## config.mk

```make
export PLATFORM = sky130hd
export DESIGN_NAME = mul_iter
export DESIGN_NICKNAME = d
export VERILOG_FILES = /design/src/rtl/mul_iter.sv
export SDC_FILE = /design/constraint.sdc
export NUM_CORES = 1
export LEC_CHECK = 0
export ABC_CLOCK_PERIOD_IN_PS = 13470
export BUFFER_PORTS_ARGS = -buffer_cell sky130_fd_sc_hd__buf_2
export CORE_ASPECT_RATIO = 0.8
export CORE_MARGIN = 2
export CORE_UTILIZATION = 30
export DETAILED_ROUTE_END_ITERATION = 10
export PLACE_DENSITY = 0.45
export SYNTH_ARGS = -nofsm -noshare
export SYNTH_HDL_FRONTEND = slang
export SYNTH_SLANG_ARGS = --single-unit
```

## constraint.sdc

```tcl
create_clock -name clk -period 13.47 [get_ports clk]
set_input_delay 2.694 -clock clk [delete_from_list [all_inputs] [get_ports clk]]
set_output_delay 2.694 -clock clk [all_outputs]
set_load 0.005 [all_outputs]
```

## src/rtl/mul_iter.sv

```systemverilog
// mul_iter: iterative shift-add multiplier (MUL/MULH/MULHU) with cancel and a last-result cache
module mul_iter #(
  parameter int WIDTH    = 32,
  parameter int STEP     = 2,
  parameter int CACHE_EN = 1
) (
  input  logic             clk,
  input  logic             reset,
  input  logic             mult,
  input  logic [9:0]       mul_div_op,
  input  logic [WIDTH-1:0] alu_src1,
  input  logic [WIDTH-1:0] alu_src2,
  input  logic             cancel,
  output logic [WIDTH-1:0] mul_result,
  output logic             done,
  output logic             busy
);
  localparam int N  = WIDTH / STEP;
  localparam int CW = $clog2(N + 1);
  localparam logic [1:0] IDLE = 2'd0;
  localparam logic [1:0] BUSY = 2'd1;
  localparam logic [1:0] DONE = 2'd2;
  logic [1:0] state;
  logic [WIDTH-1:0] mc, mp, hi, lo, hi_s, res;
  logic [2:0] op, dec_op;
  logic [CW-1:0] cnt;
  logic cache_vld, hit;
  logic [WIDTH-1:0] tag_a, tag_b, cache_res;
  logic [2:0] tag_op;
  logic [WIDTH+STEP-1:0] pp, sum;
  logic [2*WIDTH+STEP-1:0] cat;
  logic [2*WIDTH-1:0] nxt;
  logic unused;
  assign unused = ^mul_div_op[9:3];
  assign busy = state != IDLE;
  assign dec_op = mul_div_op[0] ? 3'b001 : mul_div_op[1] ? 3'b010 : mul_div_op[2] ? 3'b100 : 3'b000;
  assign hit = (CACHE_EN != 0) && cache_vld && tag_a == alu_src1 && tag_b == alu_src2 && tag_op == dec_op;
  always_comb begin
    pp = '0;
    for (int i = 0; i < STEP; i++)
      if (lo[i]) pp = pp + ({{STEP{1'b0}}, mc} << i);
  end
  assign sum = {{STEP{1'b0}}, hi} + pp;
  assign cat = {sum, lo};
  assign nxt = cat[2*WIDTH+STEP-1:STEP];
  // signed high half derived from the unsigned product by subtracting the sign-weighted operands
  assign hi_s = nxt[2*WIDTH-1:WIDTH] - (mc[WIDTH-1] ? mp : '0) - (mp[WIDTH-1] ? mc : '0);
  assign res = op[0] ? nxt[WIDTH-1:0] : op[1] ? hi_s : nxt[2*WIDTH-1:WIDTH];
  always_ff @(posedge clk) begin
    if (reset) begin
      state <= IDLE;
      mul_result <= '0;
      done <= 1'b0;
      cache_vld <= 1'b0;
      cnt <= '0;
    end else begin
      done <= 1'b0;
      case (state)
        IDLE:
          if (cancel) cache_vld <= 1'b0;
          else if (mult) begin
            mc <= alu_src1;
            mp <= alu_src2;
            hi <= '0;
            lo <= alu_src2;
            op <= dec_op;
            cnt <= '0;
            if (dec_op == 3'b000 || hit) begin
              state <= DONE;
              mul_result <= dec_op == 3'b000 ? '0 : cache_res;
              done <= 1'b1;
            end else state <= BUSY;
          end
        BUSY:
          if (cancel) begin
            state <= IDLE;
            cache_vld <= 1'b0;
          end else begin
            hi <= nxt[2*WIDTH-1:WIDTH];
            lo <= nxt[WIDTH-1:0];
            cnt <= cnt + CW'(1);
            if (cnt == CW'(N - 1)) begin
              state <= DONE;
              mul_result <= res;
              done <= 1'b1;
              cache_vld <= CACHE_EN != 0;
              tag_a <= mc;
              tag_b <= mp;
              tag_op <= op;
              cache_res <= res;
            end
          end
        default: state <= IDLE;
      endcase
    end
  end
endmodule

```

* After elaboration in Yosys (flattened, before gate mapping)
Index checks and enable logic that the tools add are counted.
** Storage, ports and cells
- Input bits :: 78
- Output and inout bits :: 34
- Bits in writable memories :: 0
- Memories :: 0
- Bits in latches :: 0
- Logic and storage cells :: 92
- Register bits :: 271
- Memory bits (read-only) :: 0
** Operators by class
- Mux-type cells :: 44
- $mul :: 0
- Add/subtract/negate cells :: 5
- Shifts and indexed selects :: 0
- Div/mod/pow operators :: 0
- Reductions and logical operators :: 15
- $lt $le $gt $ge :: 0
- Equal/unequal tests :: 12
- Bitwise gates (word level) :: 2
** Operator list (number)
- 2-to-1 mux 32 bit :: 17
- case mux 32 bit (2 select lines) :: 3
- equality test 32 bit :: 2
- subtractor 32 bit :: 2
- adder 32 x 33 -> 34 bit :: 1
- adder 32 x 34 -> 34 bit :: 1
- 2-to-1 mux 34 bit :: 1
- 2-to-1 mux 5 bit :: 3
- inequality test 2 bit (second input constant) :: 6
- AND reduction 4 bit :: 3
- 2-to-1 mux 2 bit :: 5
- case mux 5 bit (2 select lines) :: 1
- 2-to-1 mux 3 bit :: 3
- 2-to-1 mux 1 bit :: 8
- AND reduction 3 bit :: 2
- AND reduction 6 bit :: 1
- adder 5 x 1 -> 5 bit (second input constant) :: 1
- equality test 5 x 4 -> 1 bit (second input constant) :: 1
- AND reduction 5 bit :: 1
- case mux 1 bit (2 select lines) :: 2
- case mux 2 bit (2 select lines) :: 1
- nonzero test 2 bit :: 2
- equality test 3 bit :: 1
- logical AND 1 bit :: 3
- 6 further kinds :: 7

* Depth between registers and ports, before layout
Gate-level depths: netlist (run 1).
- Word-level depth :: 11
- Gate-level depth with buffers :: 37
- Mapped depth without buffers :: 35

* Least setup slack after synthesis (run 1)
No wires, ideal clock.
- Path type :: input to register
- Start :: in alu_src2[22]
- End :: reg cache_res[0], enable pin
- Arrival time :: 11.063 ns
- Setup slack :: 1.729 ns
- Required time :: 12.793 ns
- Library setup time :: 0.677 ns
- Stages :: 10
- Cells stage by stage :: xor2_1 -> a221o_1 -> a2111oi_0 -> nand4_1 -> nor4_1 -> or3_1 -> and3_1 -> buf_2 -> clkinv_1 -> nor3_1
** RTL lines
- start, declared :: line 12 : input logic [WIDTH-1:0] alu_src2,
- end signal, assigned :: line 90 : cache_res <= res;
- end, declared :: line 28 : logic [WIDTH-1:0] tag_a, tag_b, cache_res;

* Final worst setup path (run 1)
- Start :: reg lo[0]
- End :: reg cache_res[30] (data pin)
** Between the ends
- Cells in the longest elaborated chain, start to end :: 8
** RTL lines
- start, declared :: line 24 : logic [WIDTH-1:0] mc, mp, hi, lo, hi_s, res;
- start signal, assigned :: line 65 : lo <= alu_src2;
- start signal, assigned :: line 80 : lo <= nxt[WIDTH-1:0];
- 2-to-1 mux 32 bit (*) :: line 41 : if (lo[i]) pp = pp + ({{STEP{1'b0}}, mc} << i);
- adder 32 x 33 -> 34 bit :: line 41
- 2-to-1 mux 34 bit (*) :: line 41
- adder 32 x 34 -> 34 bit (*) :: line 43 : assign sum = {{STEP{1'b0}}, hi} + pp;
- net sum[28] :: line 30 : logic [WIDTH+STEP-1:0] pp, sum;
- subtractor 32 bit (*) (2 in a row) :: line 47 : assign hi_s = nxt[2*WIDTH-1:WIDTH] - (mc[WIDTH-1] ? mp : '0) - (mp[WIDTH-1] ? mc : '0);
- 2-to-1 mux 32 bit (*) (2 in a row) :: line 48 : assign res = op[0] ? nxt[WIDTH-1:0] : op[1] ? hi_s : nxt[2*WIDTH-1:WIDTH];
- net res[30] :: line 24
Mark *: on every way through the listed nets, which the timed path passes. The rest lies on a longest branch.
A chain may end at the register's enable or synchronous reset.

==> PnR_summary.wiki, run 1 <==
{| class="wikitable"
! Metric !! Value
|-
| Status || completed
|-
| Element type at the critical path end || flip-flop
|-
| FFs w/ async S/R, synth || 0%
|-
| Leakage power of the design || roughly 7.8 nW
|-
| Post-Syn Instances || 1715
|-
| Signed area change from the synthesized netlist to the final layout || 13.5%
|-
| Worst min path class || reg -> reg
|-
| Clock net sink count || 271
|-
| Skew final || 21.7 ps
|-
| Aggregate routed wire length || 56.6 mm
|-
| Worst supply voltage drop on vdd || about 0.00010 V
|-
| TritonCTS clock tree || yes
|-
| Tightest slew margin relative to the limit || 22.9%
|-
| Total of fill cells in the finished design || 5896
|-
| Clk Latency, worst-skew pair || approximately 590 ps
|-
| Tot GR Track Use || 18.8%
|-
| Cell with the largest stage delay on the worst path || sky130_fd_sc_hd__a2111o_1
|-
| Vias per std cell || 5.22
|-
| Core area || 0.0570 mm2
|-
| Wire length of the first global-routing pass || 84.8 mm
|-
| Total of warnings raised by yosys || 0
|-
| Min Tclk post-route || between 8000 and 9000 ps
|-
| CTS Buf Count || 30
|-
| Layout cell share with drive strength beyond 1 || 12.6%
|-
| Total Nets Final || 1998
|-
| Post-Syn Nets || between 1500 and 2000
|-
| Number of buffers inserted by hold repair at cts || 0
|-
| Total of max-cap violations || 0
|-
| Placed cell count || 2521
|-
| Congestion Overflow GR || 0
|-
| Effective utilization at floorplan || 30.5%
|-
| Top-area cell type share of the netlist area || 39.7%
|-
| Most instantiated flip-flop cell in the synthesis netlist || sky130_fd_sc_hd__edfxtp_1
|-
| ANT cells || 0
|-
| Ports || roughly 110
|-
| Via count of the first global-routing pass || between 10000 and 15000
|-
| Setup repair after global routing missed its margin || false
|-
| Average wire per standard cell || 22.0 um
|-
| Buf/Inv on CP || 2
|-
| Seq/Total Area, Yosys || 44.4%
|-
| Cell taking the most area after synthesis || sky130_fd_sc_hd__edfxtp_1
|-
| Largest fanout on the critical path || 40
|-
| Avg Cell Area, Syn || roughly 10 um2
|-
| Worst setup SP type || flip-flop
|-
| Longest Clk Path Bufs || 3
|-
| Setup bufs post-CTS || 0
|-
| Port Buffer Count || approximately 100
|-
| Type of the worst setup path || reg -> reg
|-
| Pin count of the biggest net entering global routing || 75
|-
| Total of cells resized after clock tree synthesis || 0
|-
| #FFs+latches synth || approximately 270
|-
| EDFF count, synth || 230
|-
| Floorplan die width || 273 um
|-
| Vias after detailed routing || 13458
|-
| Post-route DRC violation count || 0
|-
| Worst slack, placed || about 4600 ps
|-
| Largest stage delay, worst path || around 600 ps
|-
| Top cells by area in the synthesized netlist || sky130_fd_sc_hd__edfxtp_1, sky130_fd_sc_hd__ha_1, sky130_fd_sc_hd__nand2_1
|-
| Final worst-path cycle share || 66.6%
|-
| Total die area || 0.0599 mm2
|-
| Clock root buffer || sky130_fd_sc_hd__clkbuf_16
|-
| Fin. max-slew vios || 0
|-
| DIE HEIGHT || 219 um
|-
| Initial antenna violation count || 5
|-
| Required time of the critical path || 13790 ps
|-
| Violation count after the first detailed-route iteration || 1108
|-
| Achievable frequency || between 100 and 150 MHz
|-
| Cell variety after synth || 85
|-
| Arrival time of data at the critical path endpoint || 9290 ps
|-
| Power per cell area || 133 mW/mm2
|-
| Drt first pass iters || 5
|-
| Number of failing setup endpoints in the final timing report || 0
|-
| Post-Synthesis Cell Area || around 0.017 mm2
|-
| H-tree depth || 1
|-
| Placement Rows || between 70 and 80
|-
| Transition time at the pin with the least slew margin || 1150 ps
|-
| Family with the most delay on the worst path || compound AO/OA/AOI/OAI gates
|-
| Non-Filler Instances || 2577
|-
| Final weighted congestion of routability-driven global placement || 0.847
|-
| Final hold violation count || 0
|-
| Final-layout setup total negative slack || 0 ps
|-
| Final critical-path setup slack || 4500 ps
|-
| Number of nets with antenna violations after detailed routing || 0
|-
| DP Wirelength || 42.2 mm
|-
| Final Util || 34.6%
|-
| Clock edge transition at the registers on the reported setup and hold paths || approximately 70 ps
|}
-- where the power goes --
part | switching [mW] | internal, mW
clock | 0.355 | 0.488
combinational | 0.506 | 0.322
sequential | 0.0163 | 0.943
total | 0.877 | 1.75
-- layer usage --
layer	GRT usage, %	share of wire, %
met3	3.68	5.8
met5	0	0.023
met2	29.4	44
met4	4.13	2.3
met1	26.9	48
-- cells in the final DEF, fill, tap and decap left out, types with 11 or more instances in the layout --
| cell type | Yosys | layout |
|---|---|---|
| sky130_fd_sc_hd__xor2_1 | 55 | 55 |
| sky130_fd_sc_hd__inv_1 | 64 | 64 |
| sky130_fd_sc_hd__o211ai_1 | 12 | 12 |
| sky130_fd_sc_hd__nor4_1 | 13 | 12 |
| sky130_fd_sc_hd__a221oi_1 | 15 | 15 |
| sky130_fd_sc_hd__xnor2_1 | 76 | 76 |
| sky130_fd_sc_hd__edfxtp_1 | 230 | 230 |
| sky130_fd_sc_hd__a22oi_1 | 13 | 13 |
| sky130_fd_sc_hd__nor2_1 | 118 | 116 |
| sky130_fd_sc_hd__buf_4 | 0 | 17 |
| sky130_fd_sc_hd__fa_1 | 33 | 33 |
| sky130_fd_sc_hd__nand4_1 | 25 | 25 |
| sky130_fd_sc_hd__and3_1 | 15 | 14 |
| sky130_fd_sc_hd__nor3_1 | 33 | 31 |
| sky130_fd_sc_hd__a21oi_1 | 95 | 95 |
| sky130_fd_sc_hd__o21bai_1 | 14 | 14 |
| sky130_fd_sc_hd__ha_1 | 94 | 94 |
| sky130_fd_sc_hd__mux2_2 | 25 | 25 |
| sky130_fd_sc_hd__dfxtp_1 | 41 | 41 |
| sky130_fd_sc_hd__clkbuf_16 | 0 | 33 |
| sky130_fd_sc_hd__o21a_1 | 14 | 14 |
| sky130_fd_sc_hd__a211oi_1 | 24 | 24 |
| sky130_fd_sc_hd__nand2_1 | 236 | 236 |
| sky130_fd_sc_hd__nand3_1 | 11 | 11 |
| sky130_fd_sc_hd__nand2b_1 | 18 | 17 |
| sky130_fd_sc_hd__mux2i_1 | 18 | 18 |
| sky130_fd_sc_hd__a21o_1 | 62 | 62 |
| sky130_fd_sc_hd__buf_2 | 4 | 104 |
| sky130_fd_sc_hd__nor2b_1 | 14 | 13 |
| sky130_fd_sc_hd__and2_1 | 61 | 61 |
| sky130_fd_sc_hd__o21ai_0 | 77 | 77 |
-- Yosys cell counts (all sizes together), types with 12 or more instances --
cell,number
edfxtp,230
and3,15
mux2,25
nor2,118
inv,64
nor2b,14
a21o,63
o211ai,13
xnor2,76
a211oi,26
mux2i,18
a221oi,16
nand4,25
dfxtp,41
buf,15
xor2,56
nand2,236
ha,94
o21bai,14
fa,33
a22oi,13
a21oi,95
o21ai,82
o21a,14
nor4,13
and2,62
nand3,12
nand2b,18
nor3,33
clkbuf,60
-- path summary, 6_finish.rpt --
kind / slack (ps) / startpoint / end / cells past startpoint
setup / recovery: 4500 / lo[0] / cache_res[30] / 33
setup reg to reg: 4500 / lo[0] / cache_res[30] / 33
hold reg to reg: 440 / op[2] / tag_op[2] / 0
hold / removal: 440 / op[2] / tag_op[2] / 0
-- stage by stage --
stage / cell area [um2] / hold WS [ps] / power, mW
global route: 19700 / 457 / 2.78
global placement: 18700 / 412 / 1.80
floorplan: 17400 / 400 / 1.56
finish: 19700 / 443 / 2.63
detailed placement: 18700 / 424 / 1.80
CTS: 19700 / 449 / 2.65
-- flip-flops by register name (all words and copies together) (netlist names) --
signal,cells
op,3
lo,32
done,1
cache_res,32
state,2
mul_result,32
hi,32
mc,32
cache_vld,1
tag_b,32
tag_a,32
tag_op,3
cnt,5
mp,32
-- cells by family (layout without fill, tap and decap cells) --
family | Yosys count | after routing | share of synthesized area, %
AND/OR/NAND/NOR | 577 | 577 | 15.6
AO/OA/AOI/OAI | 423 | 423 | 16.9
flip-flops | 271 | 271 | 44.4
buffers and inverters | 141 | 243 | 3.11
XOR/XNOR | 132 | 132 | 6.69
adder cells (fa/ha/maj) | 128 | 128 | 10.6
multiplexers | 43 | 43 | 2.65
-- cell type report --
class	instances	area (um2)	share of cell area [%]
Clock buffer	50	970	4.91
Tap cell	760	951	4.82
Multi-Input combinational cell	1303	9170	46.4
Sequential cell	271	7730	39.1
Clock inverter	6	33.8	0.171
Timing Repair Buffer	121	648	3.28
Inverter	66	248	1.25
-- worst reg2reg max path, delay by kind of cell (launching register included) --
family | cells | cell delay, ps
flip-flops | 1 | 360
buffers and inverters | 2 | 390
multiplexers | 1 | 280
XOR/XNOR | 3 | 450
AND/OR/NAND/NOR | 12 | 2370
adder cells (fa/ha/maj) | 5 | 1980
AO/OA/AOI/OAI | 10 | 2850
No activity file was read; power rests on OpenSTA's default activity.
==> inputs of run 2 (changes only) <==
ABC_CLOCK_PERIOD_IN_PS = 7880   (was 13470)
PLACE_DENSITY = 0.47   (was 0.45)
clock period = 7.88 ns   (was 13.47 ns; I/O delays follow)
==> run 2 against run 1 <==
  * Critical path depth up 2
  * Count of clock-buffer cells in the layout down 8
  * First-iteration DRC count down 7.6%
  * Sequential share of layout area down 3.0 points
  * Via count up 5.1%
  * Die area unchanged
  * Non-clock buffer count up 150
  * Highest routed layer is now met4
  * Worst setup slack worse by 4200 ps
==> PnR_summary.wiki, run 2 (synthesized netlist as in run 1, its figures left out) <==
{| class="wikitable"
! Metric !! Value
|-
| Transition time at the pin with the least slew margin || 1030 ps
|-
| Via count of the first global-routing pass || 13846
|-
| Worst supply voltage drop on vdd || about 0.00017 V
|-
| Type of the worst setup path || reg -> reg
|-
| DP Wirelength || 44.5 mm
|-
| Number of nets with antenna violations after detailed routing || 0
|-
| CTS Buf Count || 31
|-
| Post-route DRC violation count || 0
|-
| Final worst-path cycle share || approximately 97%
|-
| Core area || 0.0570 mm2
|-
| Arrival time of data at the critical path endpoint || roughly 7900 ps
|-
| Number of buffers inserted by hold repair at cts || 0
|-
| Initial antenna violation count || 2
|-
| Post-Layout Inst Area || 0.0214 mm2
|-
| Total Nets Final || 2149
|-
| Signed area change from the synthesized netlist to the final layout || 23.0%
|-
| Violation count after the first detailed-route iteration || 1024
|-
| Number of failing setup endpoints in the final timing report || 0
|-
| Drt first pass iters || 6
|-
| Tot GR Track Use || 19.4%
|-
| Clock root buffer || sky130_fd_sc_hd__clkbuf_16
|-
| Final hold violation count || 0
|-
| Layout cell share with drive strength beyond 1 || 23.3%
|-
| Worst slack, placed || -117 ps
|-
| Cell with the largest stage delay on the worst path || sky130_fd_sc_hd__edfxtp_1
|-
| Worst hold slack after final layout || 429 ps
|-
| Total of max-cap violations || 0
|-
| Most common cell after layout, fill and taps aside || sky130_fd_sc_hd__nand2_1
|-
| Flop-to-flop setup slack || 270 ps
|-
| Min Tclk post-route || 7610 ps
|-
| Vias after detailed routing || 14149
|-
| Pin count of the biggest net entering global routing || 96
|-
| Largest stage delay, worst path || 510 ps
|-
| Worst setup SP type || flip-flop
|-
| Area after DPL || approximately 0.020 mm2
|-
| Fin. max-slew vios || 0
|-
| Port Buffer Count || 104
|-
| Achievable frequency || roughly 130 MHz
|-
| Largest fanout on the critical path || 4
|-
| Vias per std cell || roughly 5.2
|-
| Number of cells on the worst hold path || 0
|-
| Hold path startpoint || op[2]
|-
| Wire length of the first global-routing pass || 87.2 mm
|-
| Status || completed
|-
| Longest Clk Path Bufs || 3
|-
| Clock edge transition at the registers on the reported setup and hold paths || approximately 60 ps
|-
| Average wire per standard cell || about 22 um
|-
| H-tree depth || 1
|-
| DIE HEIGHT || 219 um
|-
| Required time of the critical path || 8190 ps
|-
| Effective utilization at floorplan || 30.5%
|-
| Tightest slew margin relative to the limit || 30.6%
|-
| Launch point of the worst reg-to-reg path || lo[0]
|-
| Leakage power of the design || 8.60 nW
|-
| Congestion Overflow GR || 0
|-
| End point of the worst hold path || tag_op[2]
|-
| Element type at the critical path end || flip-flop
|-
| Worst min path class || reg -> reg
|-
| Ports || 112
|-
| Total of fill cells in the finished design || 5771
|-
| Clk Latency, worst-skew pair || 580 ps
|-
| Floorplan die width || 273 um
|-
| Total die area || between 0.05 and 0.06 mm2
|-
| Endpoint of the most critical register-to-register path || cache_res[31]
|-
| Final critical-path setup slack || between 200 and 300 ps
|-
| Cell occurring most often along the worst timing path || sky130_fd_sc_hd__buf_4
|-
| TritonCTS clock tree || yes
|-
| Register-to-Register Path Depth || 35
|-
| Final weighted congestion of routability-driven global placement || 0.915
|-
| Clock net sink count || 271
|-
| Most used cells in the layout excluding fill and tap cells || sky130_fd_sc_hd__nand2_1, sky130_fd_sc_hd__edfxtp_1, sky130_fd_sc_hd__buf_4
|-
| Skew final || 15.2 ps
|-
| Placement Rows || 78
|-
| Power per cell area || 226 mW/mm2
|-
| Aggregate routed wire length || about 59 mm
|}
==> run 2: changes by cell type in the layout (fill, tap and decap cells not counted), sizes merged <==
cell and delta:
buf +150, bufinv +3, clkbuf -8, clkinv +5, clkinvlp +1, diode +4
==> run 2: through the flow <==
step / std cells / setup TNS, ps / power (mW) / util, %
after global placement: 2657 / -374 / 3.28 / 34.7
after floorplan: 1715 / 0 / 2.67 / -
after CTS: 2716 / -24.8 / 4.78 / 36.6
after global routing: 2728 / -110 / 5.11 / 37.5
after detailed placement: 2657 / -354 / 3.28 / 34.7
final: 2732 / 0 / 4.83 / 37.5
==> run 2: how the worst max path moves through the flow <==
stage                       startpoint            end  slack, ps  depth (start not counted)
after detailed placement         lo[0]  cache_res[31]       -120                         36
after floorplan           alu_src2[22]   cache_res[0]        300                         10
after global placement           lo[0]  cache_res[30]       -140                         32
after CTS                        lo[0]  cache_res[31]        -20                         37
final                            lo[0]  cache_res[31]        270                         35
after global routing             lo[0]  cache_res[30]        -70                         34
==> run 2: worst max-delay path, delay by kind of cell (launching register included) <==
kind                     cells  cell delay, ps
buffers and inverters        5             550
AND/OR/NAND/NOR             11            1590
adder cells (fa/ha/maj)      5            1720
multiplexers                 2             530
AO/OA/AOI/OAI               10            2070
XOR/XNOR                     2             360
flip-flops                   1             510
==> run 2: cell type report <==
type / instances / area (um2) / area share, %
flip-flops and latches: 271 / 7730 / 36.1
well taps: 760 / 951 / 4.44
repair buffers: 271 / 1810 / 8.44
multi-input cells: 1303 / 9650 / 45.1
clock buffers: 42 / 847 / 3.96
diodes: 4 / 10.0 / 0.0468
inverters: 66 / 248 / 1.16
clock inverters: 15 / 155 / 0.725
==> run 2: per-layer routing <==
layer  routed length (um)  vias to the layer above  global-route usage (%)
met2                26500                      359                    30.7
met5                    0                        -                       0
met1                28600                     6987                    28.1
met4                 1150                        0                    4.08
li1                     -                     6740                       -
met3                 3140                       63                    2.91
==> run 2: power by group <==
part	internal, mW	leakage, nW	switching (mW)
sequential	1.61	2.44	0.0267
clock	0.847	0.488	0.621
combinational	0.771	5.67	0.951
total	3.23	8.60	1.60
==> run 2: what timing repair did <==
action,CTS,global route
gates cloned,0,0
pin swaps,4,51
hold endpoints to repair,0,0
endpoints found under the setup margin,8,28
setup buffers,2,12
gates resized for setup,13,97
